==> src/rtl/alu_op_issuer.sv <==
`default_nettype none
// ============================================================================
// Module   : alu_op_issuer
// Purpose  : RV32I OP/OP-IMM decode and issue front end for the combinational
//            ALU, with valid/ready handshakes on both sides.
//            Optional ALU_ISSUE_PERF_EN adds perf_ops/perf_stalls counters.
// Revision : 1.0 - initial release
// ============================================================================

package alu_op_issuer_pkg;
    typedef enum logic [3:0] {
        ALU_AND  = 4'd0,
        ALU_OR   = 4'd1,
        ALU_ADD  = 4'd2,
        ALU_SUB  = 4'd3,
        ALU_SLT  = 4'd4,
        ALU_SLTU = 4'd5,
        ALU_XOR  = 4'd6,
        ALU_SLL  = 4'd7,
        ALU_SRL  = 4'd8,
        ALU_SRA  = 4'd9
    } alu_control_t;
endpackage

module alu_op_issuer
    import alu_op_issuer_pkg::*;
#(
    parameter int N = 32
) (
    input  logic         clk,
    input  logic         rst,
    input  logic         in_valid,
    output logic         in_ready,
    input  logic [31:0]  in_instr,
    input  logic [N-1:0] in_rs1,
    input  logic [N-1:0] in_rs2,
    output logic [N-1:0] alu_a,
    output logic [N-1:0] alu_b,
    output alu_control_t alu_control,
    input  logic [N-1:0] alu_result,
    input  logic         alu_overflow,
    input  logic         alu_zero,
    output logic         out_valid,
    input  logic         out_ready,
    output logic [N-1:0] out_result,
    output logic [4:0]   out_rd,
    output logic         out_overflow,
    output logic         out_zero,
    output logic         out_illegal
`ifdef ALU_ISSUE_PERF_EN
    ,
    output logic [31:0]  perf_ops,
    output logic [31:0]  perf_stalls
`endif
);

    localparam logic [6:0] C_OPC_OP     = 7'b0110011;
    localparam logic [6:0] C_OPC_OP_IMM = 7'b0010011;
    localparam logic [6:0] C_F7_BASE    = 7'b0000000;
    localparam logic [6:0] C_F7_ALT     = 7'b0100000;

    typedef enum logic [1:0] {
        S_IDLE = 2'd0,
        S_EXEC = 2'd1,
        S_DONE = 2'd2
    } state_t;

    state_t       r_state;
    logic         r_illegal;
    logic [4:0]   r_rd;

    logic [6:0]   w_opcode;
    logic [2:0]   w_funct3;
    logic [6:0]   w_funct7;
    logic         w_accept;
    logic         w_legal;
    alu_control_t w_ctrl;
    logic [N-1:0] w_b;
    logic         w_unused_rs1_field;

    assign w_opcode           = in_instr[6:0];
    assign w_funct3           = in_instr[14:12];
    assign w_funct7           = in_instr[31:25];
    assign w_unused_rs1_field = ^in_instr[19:15];

    assign in_ready = (r_state == S_IDLE) || ((r_state == S_DONE) && out_ready);
    assign w_accept = in_valid && in_ready;

    always_comb begin
        w_legal = 1'b0;
        w_ctrl  = ALU_AND;
        w_b     = '0;
        case (w_opcode)
            C_OPC_OP: begin
                w_b = in_rs2;
                if (w_funct7 == C_F7_BASE) begin
                    w_legal = 1'b1;
                    case (w_funct3)
                        3'b000:  w_ctrl = ALU_ADD;
                        3'b001:  w_ctrl = ALU_SLL;
                        3'b010:  w_ctrl = ALU_SLT;
                        3'b011:  w_ctrl = ALU_SLTU;
                        3'b100:  w_ctrl = ALU_XOR;
                        3'b101:  w_ctrl = ALU_SRL;
                        3'b110:  w_ctrl = ALU_OR;
                        default: w_ctrl = ALU_AND;
                    endcase
                end else if (w_funct7 == C_F7_ALT) begin
                    if (w_funct3 == 3'b000) begin
                        w_legal = 1'b1;
                        w_ctrl  = ALU_SUB;
                    end else if (w_funct3 == 3'b101) begin
                        w_legal = 1'b1;
                        w_ctrl  = ALU_SRA;
                    end
                end
            end
            C_OPC_OP_IMM: begin
                w_b     = {{(N-12){in_instr[31]}}, in_instr[31:20]};
                w_legal = 1'b1;
                case (w_funct3)
                    3'b000: w_ctrl = ALU_ADD;
                    3'b010: w_ctrl = ALU_SLT;
                    3'b011: w_ctrl = ALU_SLTU;
                    3'b100: w_ctrl = ALU_XOR;
                    3'b110: w_ctrl = ALU_OR;
                    3'b111: w_ctrl = ALU_AND;
                    3'b001: begin
                        // Shift-immediates carry a 5-bit shamt, not a signed immediate
                        w_b     = {{(N-5){1'b0}}, in_instr[24:20]};
                        w_legal = (w_funct7 == C_F7_BASE);
                        w_ctrl  = ALU_SLL;
                    end
                    default: begin
                        w_b     = {{(N-5){1'b0}}, in_instr[24:20]};
                        w_legal = (w_funct7 == C_F7_BASE) || (w_funct7 == C_F7_ALT);
                        w_ctrl  = (w_funct7 == C_F7_ALT) ? ALU_SRA : ALU_SRL;
                    end
                endcase
            end
            default: ;
        endcase
    end

    always_ff @(posedge clk or negedge rst) begin
        if (!rst) begin
            alu_a       <= '0;
            alu_b       <= '0;
            alu_control <= ALU_AND;
            r_rd        <= '0;
            r_illegal   <= 1'b0;
        end else if (w_accept) begin
            alu_a       <= w_legal ? in_rs1 : '0;
            alu_b       <= w_legal ? w_b : '0;
            alu_control <= w_legal ? w_ctrl : ALU_AND;
            r_rd        <= in_instr[11:7];
            r_illegal   <= ~w_legal;
        end
    end

    always_ff @(posedge clk or negedge rst) begin
        if (!rst) begin
            r_state      <= S_IDLE;
            out_valid    <= 1'b0;
            out_result   <= '0;
            out_rd       <= '0;
            out_overflow <= 1'b0;
            out_zero     <= 1'b0;
            out_illegal  <= 1'b0;
        end else begin
            case (r_state)
                S_IDLE: begin
                    if (in_valid) begin
                        r_state <= S_EXEC;
                    end
                end
                S_EXEC: begin
                    // Illegal ops report a clean zero result regardless of the ALU
                    out_result   <= r_illegal ? '0 : alu_result;
                    out_overflow <= r_illegal ? 1'b0 : alu_overflow;
                    out_zero     <= r_illegal ? 1'b1 : alu_zero;
                    out_illegal  <= r_illegal;
                    out_rd       <= r_rd;
                    out_valid    <= 1'b1;
                    r_state      <= S_DONE;
                end
                S_DONE: begin
                    if (out_ready) begin
                        out_valid <= 1'b0;
                        r_state   <= in_valid ? S_EXEC : S_IDLE;
                    end
                end
                default: begin
                    out_valid <= 1'b0;
                    r_state   <= S_IDLE;
                end
            endcase
        end
    end

`ifdef ALU_ISSUE_PERF_EN
    always_ff @(posedge clk or negedge rst) begin
        if (!rst) begin
            perf_ops    <= '0;
            perf_stalls <= '0;
        end else if (out_valid) begin
            if (out_ready) begin
                perf_ops <= perf_ops + 32'd1;
            end else begin
                perf_stalls <= perf_stalls + 32'd1;
            end
        end
    end
`endif

endmodule

`default_nettype wire
==> config.mk <==
export PLATFORM = sky130hd
export DESIGN_NAME = alu_op_issuer
export DESIGN_NICKNAME = d
export VERILOG_FILES = /design/src/rtl/alu_op_issuer.sv
export SDC_FILE = /design/constraint.sdc
export NUM_CORES = 1
export LEC_CHECK = 0
export CAP_MARGIN = 20
export CORE_MARGIN = 2
export CORE_UTILIZATION = 43
export CTS_CLUSTER_SIZE = 20
export DETAILED_ROUTE_END_ITERATION = 12
export PLACE_DENSITY = 0.95
export SYNTH_ARGS = -nofsm -noshare
export SYNTH_HDL_FRONTEND = slang
export SYNTH_SLANG_ARGS = --single-unit
==> constraint.sdc <==
create_clock -name clk -period 3 [get_ports clk]
set_input_delay 0.3 -clock clk [delete_from_list [all_inputs] [get_ports clk]]
set_output_delay 0.3 -clock clk [all_outputs]
set_load 0.02 [all_outputs]
# --- After elaboration in Yosys (flattened, before gate mapping) ---
# Cells that the tools add are included.
classes:
  n_lt_le_gt_ge: 0
  n_reduce_logical: 10
  n_div: 0
  eq_ne: 14
  mux: 28
  add_sub_neg: 0
  bitwise_logic: 2
  mul: 0
  shifts: 0
ops:
  columns: ["op", "count"]
  rows:
  - ["32-bit 2-to-1 mux", 4]
  - ["32-bit one-hot mux with 2 select lines", 1]
  - ["4-bit one-hot mux with 7 select lines", 2]
  - ["4-bit 2-to-1 mux", 5]
  - ["7-bit by 6-bit == test with 1-bit output (second input constant)", 2]
  - ["3-bit == test (second input constant)", 4]
  - ["1-bit 2-to-1 mux", 9]
  - ["4-bit one-hot mux with 2 select lines", 1]
  - ["7-bit by 5-bit == test with 1-bit output (second input constant)", 1]
  - ["7-bit logical NOT", 1]
  - ["3-bit by 2-bit == test with 1-bit output (second input constant)", 2]
  - ["2-bit one-hot mux with 3 select lines", 1]
  - ["6-bit OR reduction", 1]
  - ["2-bit 2-to-1 mux", 2]
  - ["2-bit != test (second input constant)", 2]
  - ["1-bit one-hot mux with 2 select lines", 2]
  - ["2-bit AND reduction", 2]
  - ["3-bit by 1-bit == test with 1-bit output (second input constant)", 1]
  - ["3-bit logical NOT", 1]
  - ["1-bit one-hot mux with 3 select lines", 1]
  - ["2-bit by 1-bit == test with 1-bit output (second input constant)", 1]
  - ["2-bit == test (second input constant)", 1]
  - ["1-bit logical AND", 2]
  - ["2-bit logical NOT", 1]
  - ["other kinds (2)", 4]
word_totals:
  ram_bits: 0
  input_bits: 134
  mem_bits_ro: 0
  latchBits: 0
  mem_count: 0
  regBits: 117

# --- Depth between registers and ports, before layout ---
# Gate-level depths: netlist (run 1).
depth:
  depth_word: 7
  mapped_depth: 7
  ltp_nobuf: 6

# --- Worst setup path before layout (run 1) ---
# Ideal clock, no wire load.
synth_path:
  kind: "register -> register"
  from: "register r_state[0]"
  to: "register alu_control[0]"
  required_ns: 2.924
  arrival_time_ns: 1.750
  period_less_slack_ns: 1.827
  slack_ns: 1.173
  setup_ns: 0.076
  path_stages_with_launch: 6
  cell_sequence: "dfrtp_1 > a21oi_1 > nand2_1 > or3_4 > buf_6 > o21ai_1"
synth_between:
  elab_chain_cells: 4
synth_lines:
  columns: ["item", "line", "source"]
  rows:
  - ["start, declared", "68", "state_t r_state;"]
  - ["start signal, assigned", "190", "r_state <= in_valid ? S_EXEC : S_IDLE;"]
  - ["2-bit == test", "86", "assign in_ready = (r_state == S_IDLE) || ((r_state == S_DONE) && out_ready);"]
  - ["1-bit logical AND", "86", null]
  - ["1-bit logical OR (*)", "86", null]
  - ["net in_ready", "33", "output logic in_ready,"]
  - ["1-bit logical AND (*)", "87", "assign w_accept = in_valid && in_ready;"]
  - ["end signal, assigned", "155", "alu_control <= w_legal ? w_ctrl : ALU_AND;"]
  - ["end, declared", "39", "output alu_control_t alu_control,"]
# Mark *: on every way through the listed nets, which the timed path passes. The rest lies on a longest branch.
# A chain may end at the register's enable or synchronous reset.

# --- Final worst setup path (run 1) ---
layout_path:
  from: "input in_instr[12]"
  to: "register alu_b[14]"
layout_between:
  elab_chain_cells: 7
layout_lines:
  columns: ["item", "line", "source"]
  rows:
  - ["start, declared", "34", "input logic [31:0] in_instr,"]
  - ["3-bit == test", "112", "end else if (w_funct3 == 3'b101) begin"]
  - ["1-bit 2-to-1 mux", "112", null]
  - ["1-bit 2-to-1 mux", "109", "if (w_funct3 == 3'b000) begin"]
  - ["1-bit 2-to-1 mux", "108", "end else if (w_funct7 == C_F7_ALT) begin"]
  - ["1-bit 2-to-1 mux", "96", "if (w_funct7 == C_F7_BASE) begin"]
  - ["1-bit one-hot mux with 2 select lines", "93", "case (w_opcode)"]
  - ["32-bit 2-to-1 mux (*)", "154", "alu_b <= w_legal ? w_b : '0;"]
  - ["end signal, assigned", "154", null]
  - ["end, declared", "38", "output logic [N-1:0] alu_b,"]
# Mark *: on every way between the ends. The rest lies on a longest branch, timed or not.

==> metrics.txt, run 1 <==
status completed; antenna violations before repair 0; skew final 0.00990 ns; Synth top cells by count 123 x nand2_1, 117 x dfrtp_1, 41 x o21ai_0; mapped cell area 4840 um2; global route overflow 0; Post-CTS Setup Bufs 0; Post-synth EDFFs 0; WL/cell 17.4 um; hold_sp in_instr[9]; global-route wire length before repair 21.9 mm; starting density of the core 0.443; fin nets 817; final hold violations 0; Critical Path Source in_instr[12]; Crit Reg-Reg Endpoint alu_b[14]; clk slew on worst S/H paths 0.06 ns; Power Dens Cells 556 nW/um2; CP Capture Type flip-flop; launching point of the worst reg2reg path r_state[0]; CTS tree yes; HP Class input port to flip-flop; htree depth 4; top fanout value on the critical path 33; synthesized area per cell 10.7 um2; VDD IR max 324 uV; Final HPWL DP 10.3 mm; CTS max path bufs 2; Leak 3.35 nW; async set or reset register ratio after synthesis 1.00; fin area 7930 um2; R2R Setup Slk 1.09 ns; Flop pwr share 0.387; final wirelength 14.5 mm; die height 110 um; Clock Sinks 117; startpoint types input port; P_sw 1.08 mW; post-route core utilization 0.725; Routability Congestion 0.788; Boundary Pins 244; Core Area 10900 um2; max_slew headroom 0.384; Horiz. Die Dim 110 um; antenna violation net count after detailed routing 0; switch share 0.244; Synth top area share 0.604; vias in the first global route 4307; RSZ-0062 raised after global routing no; post-DR vias/cell 5.17; Synth area leader dfrtp_1; Final Max Tran Viols 0; fin crit share 0.704; Inserted Clock Buffers 17; fmax 473 MHz; FP Rows 38; Tmin final 2.11 ns; root buf cell clkbuf_16; Synth area leaders dfrtp_1 60%, nand2_1 9.5%, a22o_1 6.1%; Global Route Usage Sum 0.241; port bufs 238; CTS resizes 0; Max Cap Viol 0; Worst Hold Path EP r_rd[2]; syn nets 585; Pre-Repair DR Iteration Count 4; dominant synthesized flop cell dfrtp_1; CTS Hold Buffers Added 1; pin count of the biggest net entering global routing 65; Synth Instances 451; count leader, synth nand2_1; Antenna Cells 0; Worst Max-Slew Pin Slew 0.918 ns; internal power 3.33 mW; register area share after synthesis 0.604; number of remaining DRC errors 0; Filler cells 706; hold depth 3; via count 4322; DR iter-0 viols 274; required time worst endpoint 3.25 ns; Total Neg Setup Slack 0 ns; area grow syn2layout 63.6%; Synth Register Bits 117; count of yosys warnings during synthesis 0; pre-CTS setup slack 0.448 ns; clock latency on the worst-skew pair 0.40 ns; final setup fails 0; R2R cell count 4; PnR worst setup slack 0.887 ns; count of cell types in the netlist 39; layout cells sized above 1 0.118; Worst EP arrival 2.36 ns; critical path class input port to flip-flop; Cell Area, Placed 7310 um2; Combinational Power Share 0.145; die area 12100 um2; Clk network pwr share 0.468
-- stage by stage --
step	hold WS, ns	power [mW]	cells
after floorplan	0.00441	1.98	451
after global placement	0.386	2.34	803
after detailed placement	0.391	2.36	803
after CTS	0.416	4.45	836
after global routing	0.441	4.59	836
final	0.432	4.41	836
-- cells in the final DEF, fill, tap and decap left out, drive strengths merged --
cell type	netlist	layout
a211oi	1	1
buf	12	8
inv	2	3
mux2i	5	5
and3	2	2
dfrtp	117	117
clkinvlp	0	4
nor2	5	5
a21oi	25	25
and2	2	2
bufinv	0	3
a22o	34	34
xor2	1	1
nor4b	1	1
clkbuf	21	20
nand3	1	1
clkinv	1	5
dlygate4sd3	0	1
nand3b	1	1
a31oi	2	2
nor4	1	1
nor3	1	1
mux2	5	5
mux4	1	1
xnor2	1	1
o21a	1	1
nand2b	2	2
a22oi	6	6
nand2	123	123
clkdlybuf4s50	0	237
nand4	1	1
nor2b	2	2
o21ai	71	71
o31ai	1	1
or3	1	1
a32o	1	1
-- worst max-delay path: stages --
cell	delay [ns]
clkdlybuf4s50_1	0.62
nor2b_1	0.36
nor2_4	0.12
a21oi_2	0.21
or3_4	0.54
o21ai_0	0.21
-- registers in the layout (all words and copies together) (netlist names) --
name	cells
alu_control	4
out_valid	1
r_illegal	1
out_illegal	1
out_rd	5
out_result	32
alu_a	32
out_overflow	1
out_zero	1
r_rd	5
r_state	2
alu_b	32
-- metal layers --
metal / GRT usage / vias to the layer above / share of wire
li1: - / 2038 / -
met1: 0.275 / 2058 / 0.39
met2: 0.415 / 218 / 0.50
met3: 0.0999 / 8 / 0.11
met4: 0.0705 / 0 / 0.0070
met5: 0 / - / 0
-- cell type report --
class	instances	area (um2)	share of cell area
Inverter	3	11.3	0.00142
Timing Repair Buffer	246	2450	0.310
Clock inverter	12	153	0.0193
Clock buffer	20	457	0.0576
Sequential cell	117	2930	0.369
Tap cell	140	175	0.0221
Multi-Input combinational cell	298	1750	0.221
-- worst max path at each step --
stage | endpoint | slack, ns | depth (start not counted)
floorplan | alu_control[0] | 1.17 | 5
global placement | alu_b[13] | 0.59 | 6
detailed placement | alu_b[14] | 0.45 | 6
CTS | alu_b[14] | 0.87 | 6
global route | alu_b[14] | 0.69 | 6
finish | alu_b[14] | 0.89 | 6
-- power groups by stage --
stage          logic (mW)  registers, mW  clock network, mW
5_1_grt             0.686           1.71               2.19
4_1_cts             0.644           1.70               2.10
2_1_floorplan       0.186           1.79                  0
6_report            0.639           1.70               2.06
3_3_place_gp        0.623           1.72                  0
3_5_place_dp        0.636           1.73                  0
-- logic make-up (layout without fill, tap and decap cells) --
logic type             Yosys count  in the layout  share of synthesized area
XOR/XNOR                         2              2                    0.00362
buffers and inverters           36            281                     0.0356
multiplexers                    11             11                     0.0266
AND/OR/NAND/NOR                143            143                      0.127
AO/OA/AOI/OAI                  142            142                      0.202
flip-flops                     117            117                      0.604
Note: power is estimated with default switching activity, not from simulation.
==> inputs of run 2 (changes only) <==
--- a/config.mk
+++ b/config.mk
@@ -7,10 +7,10 @@
 export LEC_CHECK = 0
 export CAP_MARGIN = 20
 export CORE_MARGIN = 2
-export CORE_UTILIZATION = 43
+export CORE_UTILIZATION = 36
 export CTS_CLUSTER_SIZE = 20
 export DETAILED_ROUTE_END_ITERATION = 12
-export PLACE_DENSITY = 0.95
+export PLACE_DENSITY = 0.86
 export SYNTH_ARGS = -nofsm -noshare
 export SYNTH_HDL_FRONTEND = slang
 export SYNTH_SLANG_ARGS = --single-unit
==> constraint.sdc (replaced) <==
create_clock -name clk -period 1.93 [get_ports clk]
set_input_delay 0.193 -clock clk [delete_from_list [all_inputs] [get_ports clk]]
set_output_delay 0.193 -clock clk [all_outputs]
set_load 0.02 [all_outputs]
==> run 2 against run 1 <==
  * Sequential share of layout area is 1.4 points lower
  * Die area is 19% higher
  * Design area is 3.9% higher
  * Sequential power is 55% higher
  * Register-to-register slack worse by 0.79 ns
  * Non-clock buffer count is 27 higher
  * Worst hold slack worse by 0.14 ns
  * Global-route usage is 3.1 points lower
  * Sequential cell count stayed put
  * Critical endpoint is now in_ready
  * Highest routed layer unchanged
==> metrics.txt, run 2 (same netlist as run 1, synthesis figures left out) <==
non-filler cells, final 898; M1 GR Usage 0.236; R2R Setup Slk 0.30 ns; Filler cells 978; CTS max path bufs 2; HP Class input port to asynchronous set/reset pin; root buf cell clkbuf_16; top fanout value on the critical path 5; Antenna Cells 0; slowest CP cell dfrtp_1; number of remaining DRC errors 0; FP Rows 42; clock latency on the worst-skew pair 0.40 ns; launching point of the worst reg2reg path r_state[0]; post-DR vias/cell 5.01; critical path depth 3; antenna violation net count after detailed routing 0; DR iter-0 viols 176; RSZ-0062 raised after global routing no; port bufs 238; layout cells sized above 1 0.147; Cell Area, Placed 7640 um2; Largest regs alu_a: 32 flops, alu_b: 32 flops, out_result: 32 flops; Total Neg Setup Slack 0 ns; Final HPWL DP 10.9 mm; Global Route Usage Sum 0.210; Largest stage delay, worst path 0.42 ns; Tmin final 1.74 ns; final hold violations 0; Boundary Pins 244; fmax 576 MHz; VDD IR max 534 uV; fin crit share 0.900; required time worst endpoint 1.74 ns; Leak 3.51 nW; post-route core utilization 0.624; global-route wire length before repair 23.5 mm; CP Buf/Inv Count 2; max_slew headroom 0.638; Placed Cells 866; Inserted Clock Buffers 17; die area 14400 um2; via count 4502; crit-path leading delay family buffers and inverters; crit path cell chain a21oi_1 > buf_4 > dlygate4sd2_1; die height 120 um; fin nets 844; skew final 0.00456 ns; startpoint types flip-flop; htree depth 4; CP Capture Type output pin; Horiz. Die Dim 120 um; commonest cells after routing, fill and taps aside 236 x clkdlybuf4s50_1, 122 x nand2_1, 117 x dfrtp_1, 41 x o21ai_0, 34 x a22o_1; PnR worst setup slack 0.193 ns; GR Layer Usage met2 0.363; commonest non-fill, non-tap cell in the layout clkdlybuf4s50_1; status completed; Core Area 13200 um2; Critical Path Source r_state[0]; crit path to in_ready; vias in the first global route 4741; area grow syn2layout 70.0%; Power Dens Cells 825 nW/um2; pin count of the biggest net entering global routing 71; Clock Sinks 117; final wirelength 15.0 mm; starting density of the core 0.367; Routability Congestion 0.786; Pre-Repair DR Iteration Count 4; Crit Reg-Reg Endpoint alu_b[12]; final setup fails 0; CTS tree yes; clk slew on worst S/H paths 0.05 ns; WL/cell 16.7 um; Worst EP arrival 1.54 ns; final hold slack 0.290 ns; pre-CTS setup slack -0.233 ns; antenna violations before repair 0; Tot Pwr 6.79 mW; grt peak-use layer met2; M3 GR Usage 0.0813; Max Cap Viol 0; critical path class flip-flop to output pin; global route overflow 0; R2R cell count 5; Final Max Tran Viols 0; Worst Max-Slew Pin Slew 0.544 ns; fin area 8230 um2
run 2: cell count changes in the layout (fill, tap and decap cells not counted):
cell / change
buf_12: +7
buf_4: +20
inv_6: -1
clkinv_2: +2
dlygate4sd2_1: +1
clkinvlp_4: -3
clkbuf_1: +2
clkdlybuf4s50_1: -1
clkbuf_8: -1
run 2: per-layer routing:
metal / routed length, um / part of all wire
met1: 5670 / 0.38
met2: 7530 / 0.50
met4: 225 / 0.015
met5: 0 / 0
met3: 1520 / 0.10
run 2: layout make-up:
type                            instances  area [um2]  area share
Sequential cell                       117        2930       0.356
Timing Repair Buffer                  273        2740       0.333
Multi-Input combinational cell        298        1750       0.212
Clock buffer                           21         450      0.0547
Tap cell                              176         220      0.0267
Clock inverter                         10         131      0.0160
Inverter                                3        11.3     0.00137
run 2: worst min path at each step:
stage | startpoint | end | slack [ns] | cells after the start
2_1_floorplan | rst | alu_a[0] | -0.10 | 0
3_3_place_gp | rst | out_result[19] | 0.17 | 1
3_5_place_dp | rst | out_result[19] | 0.17 | 1
4_1_cts | rst | out_result[20] | 0.29 | 2
5_1_grt | rst | out_result[10] | 0.33 | 2
6_report | rst | out_result[19] | 0.29 | 2
run 2: power breakdown:
group	total [mW]	internal, mW	switching (mW)	leakage, nW
Sequential	2.64	2.58	0.0658	1.60
Clock	3.10	2.04	1.05	0.286
Combinational	1.05	0.546	0.506	1.62
Total	6.79	5.17	1.63	3.51
run 2: timing repair:
| item | 4_1_cts | 5_1_grt |
|---|---|---|
| setup endpoints to repair | 1 | 0 |
| gates resized for setup | 1 | 0 |
| hold buffers | 1 | 0 |
| hold endpoints to repair | 32 | 0 |
| buffers inserted | 0 | 0 |
==> inputs of run 3 (changes only) <==
--- a/config.mk
+++ b/config.mk
@@ -5,12 +5,14 @@
 export SDC_FILE = /design/constraint.sdc
 export NUM_CORES = 1
 export LEC_CHECK = 0
+export ABC_CLOCK_PERIOD_IN_PS = 1980
 export CAP_MARGIN = 20
+export CORE_ASPECT_RATIO = 0.75
 export CORE_MARGIN = 2
-export CORE_UTILIZATION = 36
+export CORE_UTILIZATION = 40
 export CTS_CLUSTER_SIZE = 20
 export DETAILED_ROUTE_END_ITERATION = 12
-export PLACE_DENSITY = 0.86
+export PLACE_DENSITY = 0.9
 export SYNTH_ARGS = -nofsm -noshare
 export SYNTH_HDL_FRONTEND = slang
 export SYNTH_SLANG_ARGS = --single-unit
==> constraint.sdc (replaced) <==
create_clock -name clk -period 1.98 [get_ports clk]
set_input_delay 0.198 -clock clk [delete_from_list [all_inputs] [get_ports clk]]
set_output_delay 0.198 -clock clk [all_outputs]
set_load 0.02 [all_outputs]
==> run 3 against run 2 <==
  * Core utilization rose by 7.3 points
  * Die area fell by 9.6%
  * Clock skew rose by 0.0054 ns
  * Sequential cell count did not move
  * Sequential power fell by 2%
  * Design area fell by 0.99%
  * Routed wire length rose by 3.0%
  * Clock power fell by 4%
  * Setup slack improved by 0.052 ns
  * Combinational power barely moved
  * Register-to-register slack got worse by 0.06 ns
==> metrics.txt, run 3 (same netlist as run 1, synthesis figures left out) <==
die area 13000 um2; skew final 0.00993 ns; area grow syn2layout 68.3%; Final Max Tran Viols 0; Metal-1 WL 6.16 mm; DR iter-0 viols 165; required time worst endpoint 2.23 ns; clk slew on worst S/H paths 0.06 ns; die height 99.3 um; PnR worst setup slack 0.244 ns; Total Neg Setup Slack 0 ns; htree depth 4; CP Capture Type flip-flop; vias in the first global route 4641; Clock Sinks 117; fin nets 836; fin crit share 0.877; clock latency on the worst-skew pair 0.41 ns; Placed Cells 844; commonest cells after routing, fill and taps aside 236 x clkdlybuf4s50_1, 122 x nand2_1, 117 x dfrtp_1, 41 x o21ai_0, 34 x a22o_1; max_slew headroom 0.362; Top Metal Used met4; post-DR vias/cell 5.10; starting density of the core 0.414; Largest stage delay, worst path 0.74 ns; Largest regs alu_a: 32 flops, alu_b: 32 flops, out_result: 32 flops; layout cells sized above 1 0.143; antenna violations before repair 0; Antenna Cells 0; root buf cell clkbuf_16; Inserted Clock Buffers 17; FP Rows 34; commonest non-fill, non-tap cell in the layout clkdlybuf4s50_1; antenna violation net count after detailed routing 0; CP Buf/Inv Count 1; Worst EP arrival 1.98 ns; Filler cells 821; VDD IR max 590 uV; pre-CTS setup slack -0.112 ns; final wirelength 15.4 mm; non-filler cells, final 877; multi-input combinational cell area 1750 um2; Tot Pwr 6.60 mW; RSZ-0062 raised after global routing no; status completed; Pre-Repair DR Iteration Count 4; pin count of the biggest net entering global routing 61; Boundary Pins 244; Reg area 2930 um2; number of remaining DRC errors 0; Global Route Usage Sum 0.241; Met3 Routed Length 1.26 mm; WL/cell 17.6 um; Max Cap Viol 0; Horiz. Die Dim 131 um; met2 wire length 7.66 mm; CTS tree yes; critical path class flip-flop to flip-flop; slowest CP cell clkinv_1; crit-path leading delay family buffers and inverters; CTS max path bufs 2; Leak 3.46 nW; final setup fails 0; Power Dens Cells 809 nW/um2; final hold violations 0; startpoint types flip-flop; Post-CTS Setup Bufs 0; global route overflow 0; port bufs 238; fmax 576 MHz; global-route wire length before repair 24.0 mm; HP Class input port to asynchronous set/reset pin; Tmin final 1.74 ns; Routability Congestion 0.762; crit path cell chain clkinv_1 > nand2_1 > o21ai_0; top fanout value on the critical path 35; Worst Max-Slew Pin Slew 0.951 ns; Final HPWL DP 11.1 mm; via count 4470; Core Area 11700 um2
run 3: cell count changes in the layout (fill, tap and decap cells not counted):
cell / delta
clkinvlp_4: +2
buf_4: -8
inv_6: +7
clkbuf_1: -3
bufinv_16: -2
inv_8: +1
clkinv_2: -4
run 3: path summary, 6_finish.rpt:
check,startpoint,end,slack [ns],cells after the start
max in group asynchronous,rst,alu_b[25],0.95,3
hold reg to reg,alu_b[24],alu_b[24],0.48,2
hold / removal,rst,alu_a[19],0.28,2
min in group clk,in_instr[8],r_rd[1],0.35,3
setup / recovery,r_illegal,out_result[23],0.24,3
setup reg to reg,r_illegal,out_result[23],0.24,3
run 3: power breakdown:
group          total (mW)  leakage (nW)  internal (mW)  switching (mW)
Sequential           2.59          1.60           2.51          0.0812
Combinational        1.02          1.58          0.526           0.496
Clock                2.98         0.277           1.79            1.19
Total                6.60          3.46           4.83            1.77
run 3: area by class of cell:
| type | count | share of cell area |
|---|---|---|
| flip-flops and latches | 117 | 0.359 |
| inverters | 3 | 0.00138 |
| repair buffers | 265 | 0.329 |
| clock inverters | 14 | 0.0170 |
| clock buffers | 18 | 0.0539 |
| multi-input cells | 298 | 0.215 |
| well taps | 162 | 0.0249 |
run 3: layer usage:
layer / track usage / up-vias
met1: 0.280 / 2182
met2: 0.416 / 189
met5: 0 / -
met4: 0.0876 / 0
met3: 0.0802 / 26
li1: - / 2073
run 3: repair_timing:
action | in CTS | in global routing
endpoints found under the setup margin | 1 | 0
gates resized for setup | 1 | 0
hold buffers | 1 | 0
endpoints found under the hold margin | 28 | 0
run 3: through the flow:
| step | hold WS (ns) | instance area, um2 | utilization |
|---|---|---|---|
| CTS | 0.273 | 8150 | 0.697 |
| floorplan | -0.0976 | 4840 | - |
| global placement | 0.166 | 7570 | 0.647 |
| detailed placement | 0.172 | 7570 | 0.647 |
| finish | 0.275 | 8150 | 0.697 |
| global route | 0.291 | 8150 | 0.697 |
